**src/rtl/regfile_arb_pkg.sv**
```systemverilog
// Shared types and constants for the two-requester register-bank arbiter.
// Imported by the arbiter top and by its round-robin picker.
package regfile_arb_pkg;

  localparam int DEF_ADDR_W = 2;
  localparam int DEF_DATA_W = 16;

  localparam logic REQ_A = 1'b0;
  localparam logic REQ_B = 1'b1;

  typedef enum logic [1:0] {
    IDLE   = 2'd0,
    ACCESS = 2'd1,
    DONE   = 2'd2
  } state_t;

endpackage

```
**src/rtl/regfile_arbiter_rr_arb2.sv**
```systemverilog
// Combinational two-way round-robin picker.
// On a tie, the side named by the pointer wins. The pointer register is owned by the caller.
module rr_arb2
  import regfile_arb_pkg::*;
(
  input  logic [1:0] i_req,
  input  logic       i_ptr,
  output logic [1:0] o_win
);

  always_comb begin
    o_win = i_req;
    if (i_req == 2'b11) begin
      o_win = (i_ptr == REQ_B) ? 2'b10 : 2'b01;
    end
  end

endmodule

```
**src/rtl/regfile_arbiter.sv**
```systemverilog
// Round-robin arbiter that shares one register bank between requesters A and B.
// Each access runs IDLE -> ACCESS (bank cycle, grant) -> DONE (response pulse).
module regfile_arbiter
  import regfile_arb_pkg::*;
#(
  parameter int ADDR_W = DEF_ADDR_W,
  parameter int DATA_W = DEF_DATA_W
) (
  input  logic              clk,
  input  logic              rst,
  input  logic              a_req,
  input  logic              a_wr,
  input  logic [ADDR_W-1:0] a_addr,
  input  logic [DATA_W-1:0] a_wdata,
  output logic              a_gnt,
  output logic              a_rsp_valid,
  input  logic              b_req,
  input  logic              b_wr,
  input  logic [ADDR_W-1:0] b_addr,
  input  logic [DATA_W-1:0] b_wdata,
  output logic              b_gnt,
  output logic              b_rsp_valid,
  output logic [DATA_W-1:0] rsp_data,
  output logic              bank_sel,
  output logic              bank_wr,
  output logic [ADDR_W-1:0] bank_addr,
  output logic [DATA_W-1:0] bank_wdata,
  input  logic [DATA_W-1:0] bank_rdata,
  output logic              busy
);

  state_t             r_state;
  state_t             w_nextState;
  logic               r_ptr;
  logic               r_id;
  logic               r_wr;
  logic [ADDR_W-1:0]  r_addr;
  logic [DATA_W-1:0]  r_wdata;
  logic [DATA_W-1:0]  r_rspData;
  logic [1:0]         w_win;
  logic               w_winB;
  logic               w_start;

  rr_arb2 u_rrArb (
    .i_req ({b_req, a_req}),
    .i_ptr (r_ptr),
    .o_win (w_win)
  );

  assign w_winB  = w_win[REQ_B];
  assign w_start = (r_state == IDLE) && (w_win != 2'b00);

  always_ff @(posedge clk) begin
    if (rst) begin
      r_state   <= IDLE;
      r_ptr     <= REQ_A;
      r_id      <= REQ_A;
      r_wr      <= 1'b0;
      r_addr    <= '0;
      r_wdata   <= '0;
      r_rspData <= '0;
    end else begin
      r_state <= w_nextState;
      if (w_start) begin
        r_id    <= w_winB;
        r_ptr   <= ~w_winB;
        r_wr    <= w_winB ? b_wr    : a_wr;
        r_addr  <= w_winB ? b_addr  : a_addr;
        r_wdata <= w_winB ? b_wdata : a_wdata;
      end
      if ((r_state == ACCESS) && !r_wr) begin
        r_rspData <= bank_rdata;
      end
    end
  end

  // bank_wr is also gated by rst so a write caught by reset never reaches the bank.
  always_comb begin
    w_nextState = r_state;
    busy        = 1'b0;
    bank_sel    = 1'b0;
    bank_wr     = 1'b0;
    a_gnt       = 1'b0;
    b_gnt       = 1'b0;
    a_rsp_valid = 1'b0;
    b_rsp_valid = 1'b0;
    case (r_state)
      IDLE: begin
        if (w_start) w_nextState = ACCESS;
      end
      ACCESS: begin
        w_nextState = DONE;
        busy        = 1'b1;
        bank_sel    = 1'b1;
        bank_wr     = r_wr & ~rst;
        a_gnt       = (r_id == REQ_A);
        b_gnt       = (r_id == REQ_B);
      end
      DONE: begin
        w_nextState = IDLE;
        busy        = 1'b1;
        a_rsp_valid = (r_id == REQ_A);
        b_rsp_valid = (r_id == REQ_B);
      end
      default: w_nextState = IDLE;
    endcase
  end

  assign bank_addr  = r_addr;
  assign bank_wdata = r_wdata;
  assign rsp_data   = r_rspData;

endmodule

```
**config.mk**
```make
export PLATFORM = sky130hd
export DESIGN_NAME = regfile_arbiter
export DESIGN_NICKNAME = d
export VERILOG_FILES = /design/src/rtl/regfile_arb_pkg.sv /design/src/rtl/regfile_arbiter_rr_arb2.sv /design/src/rtl/regfile_arbiter.sv
export SDC_FILE = /design/constraint.sdc
export NUM_CORES = 1
export LEC_CHECK = 0
export ABC_CLOCK_PERIOD_IN_PS = 3300
export CORE_ASPECT_RATIO = 1.2
export CORE_MARGIN = 8
export CORE_UTILIZATION = 42
export CTS_CLUSTER_SIZE = 14
export DETAILED_ROUTE_END_ITERATION = 10
export PLACE_DENSITY = 0.86
export SLEW_MARGIN = 40
export SYNTH_ARGS = -nofsm -noshare
export SYNTH_HDL_FRONTEND = slang
export SYNTH_SLANG_ARGS = --single-unit
```
**constraint.sdc**
```tcl
create_clock -name clk -period 3.3 [get_ports clk]
set_input_delay 0.66 -clock clk [delete_from_list [all_inputs] [get_ports clk]]
set_output_delay 0.66 -clock clk [all_outputs]
set_load 0.01 [all_outputs]
```
==> out/results.ini <==
[clock_network]
ctsHoldBuffers = 0
cts_setup_buffers = 0
clk-insertion-delay-late_ps = 290
cts.repair.resized = 0
h_tree_depth_reported_by_cts = 2
worst_setup_hold_path_clk_slew_ps = 70
cts_max_path_buffers = 2
tritoncts = yes
cts_made_buffers = 5
cts_sinks = 39
cts_root_buffer = clkbuf_8

[route]
viasPerCell = 5.104
routed-via-count = 1817
drt-initial-drc-count = 175
drt.antenna.violating_nets = 0
wire_per_inst_um = 16.32
drtPass1Iterations = 4
drc = 0
wirelength_mm = 5.809

[global_route]
vias_in_the_first_global_route = 1765
grt_overflow = 0
number_of_antenna_violations_at_the_first_check_in_global_routing = 0
grt_max_degree = 40
grt_first_pass_wirelength_mm = 8.756
globalRouteTotalUtil = 0.1707

[final_layout]
synthToLayoutAreaGrowth_pct = 58.48
nFillCells = 334
antenna_cells_inserted = 0
total_nets_final = 362
post_route_cells_drive_above_1_share = 0.07667

[synth]
post_synth_num_cell_types = 25
synth_seq_area_share = 0.4318
synth-warning-count = 0
mapped_nets = 275
netlist_area_um2 = 1808
synth_area_per_cell_um2 = 8.528
synth.ff_latch_count = 39
syn-instance-count = 212

[power]
power_density_nw_per_um2 = 492.9
power_uw = 1412
switching_share = 0.2886
ir_drop_mv = 0.4050
seq_power_share = 0.397
power.leakage_uw = 0.001017
internal-power_uw = 1005
power.share.combinational = 0.312
clkPwrFrac = 0.291
switching_power_uw = 407.6

[critical_path]
ff2ff_setup_slack_ps = 1410
worstPathArrival_ps = 1730
worst-setup-path-type = input pin to output pin
worst_setup_path_start_kind = input pin
critPathCaptureType = output pin
worstPathRequired_ps = 2640
crit_fanout = 2

[timing]
grt_setup_unrepaired = false
final.setup.tns_ps = 0
final_period_minus_worst_setup_slack_ps = 2393
tightestPinTransition_ps = 803.8
setup-violations-final = 0
timing.final.max_slew_violations = 0
maxClockFrequency_ghz = 0.4179
period_share = 0.7251
relSlewSlack = 0.4641
hold_viol_final = 0
final_clock_skew_ps = 5.680

[die]
initial_utilization = 0.4308
dieHeight_um = 87.87
ios = 99
design.core.area_um2 = 4197
design.die.area_um2 = 6669
placement_rows = 26
fp.dieW_um = 75.90

[status]
status = finished, final reports clean

[placed_design]
detailed_place_hpwl_mm = 4.274
place_congestion = 0.7528
port-buffer-count = 98

[job]
maxCapViolCount = 0

[worst_hold_path]
min_path_type = flip-flop to flip-flop

[per-stage QoR]
stage          hold slack [ps]    util  area [um2]  std cells  setup WS, ps
2_1_floorplan            454.1       -        1808        212          1607
3_3_place_gp             440.5  0.6541        2745        348         912.5
3_5_place_dp             445.5  0.6547        2748        348         886.0
4_1_cts                  456.4  0.6828        2865        356         898.3
5_1_grt                  471.0  0.6828        2865        356         831.7
6_report                 453.6  0.6828        2865        356         907.2
[power by group through the flow]
| stage | clock network [uW] | registers, uW | logic [uW] |
|---|---|---|---|
| 2_1_floorplan | 0 | 594 | 214 |
| 3_3_place_gp | 0 | 568 | 430 |
| 3_5_place_dp | 0 | 572 | 442 |
| 4_1_cts | 420 | 561 | 443 |
| 5_1_grt | 436 | 568 | 477 |
| 6_report | 411 | 561 | 440 |
[cell families after synthesis]
logic type	Yosys count	synth area share
muxes	2	0.01107
DFF	39	0.4318
adders and majority gates	5	0.03460
buffers and inverters	23	0.07750
and+or+nand+nor	84	0.2014
AOI/OAI and AO/OA	59	0.2436
[flip-flops by register name, summed over array words and instances, names as in the netlist]
register,cells
r_state,2
r_id,1
r_ptr,1
rsp_data,16
bank_addr,2
r_wr,1
bank_wdata,16
[worst max-delay path, cell delays in order]
cell             delay (ps)
clkdlybuf4s50_1         430
nor2_1                  110
clkdlybuf4s50_1         540
[area by class of cell]
class | instances | area (um2) | area share
Inverter | 3 | 11.26 | 0.003930
Tap cell | 56 | 70.07 | 0.02445
Clock inverter | 2 | 35.03 | 0.01223
Timing Repair Buffer | 100 | 996.0 | 0.3476
Clock buffer | 6 | 82.58 | 0.02882
Multi-Input combinational cell | 150 | 889.6 | 0.3105
Sequential cell | 39 | 780.7 | 0.2725
[cells in the mapped netlist, drive strengths merged]
library cell  number  area, um2
dfxtp             39      780.8
nand2             33      123.9
nor2              23      86.33
a311oi            20      237.7
o21ai             20      100.1
nand3             19      95.09
a21oi             17      85.08
buf               13      98.84
clkbuf             7      30.02
ha                 5      62.56
inv                3      11.26
nor2b              3      18.77
and2               2      12.51
mux2i              2      20.02
nand2b             2      12.51
a32oi              1      8.760
and2b              1      7.510
nor3b              1      7.510
o21a               1      8.760
[cell usage in the layout, fill, tap and decap left out, drive strengths merged]
cell type      instances
clkdlybuf4s50         98
dfxtp                 39
nand2                 33
nor2                  23
o21ai                 20
a311oi                20
nand3                 19
a21oi                 17
clkbuf                 6
ha                     5
inv                    3
nor2b                  3
and2                   2
nand2b                 2
mux2i                  2
buf                    2
nor3b                  1
and2b                  1
o21a                   1
a32oi                  1
clkinv                 1
bufinv                 1
[metal layers]
| metal | wire [um] | up-vias | global-route usage |
|---|---|---|---|
| met4 | 97 | 0 | 0.06305 |
| met2 | 3217 | 44 | 0.3120 |
| met3 | 263 | 6 | 0.02520 |
| li1 | - | 914 | - |
| met1 | 2230 | 853 | 0.1891 |
| met5 | 0 | - | 0 |
[final timing paths]
kind | from | end | cells past startpoint
worst max register to register | r_state[1] | bank_wdata[11] | 5
worst min register to register | rsp_data[5] | rsp_data[5] | 2
worst max-delay path | rst | bank_wr | 3
worst min-delay path | rsp_data[5] | rsp_data[5] | 2
Note: power is estimated with default switching activity, not from simulation.
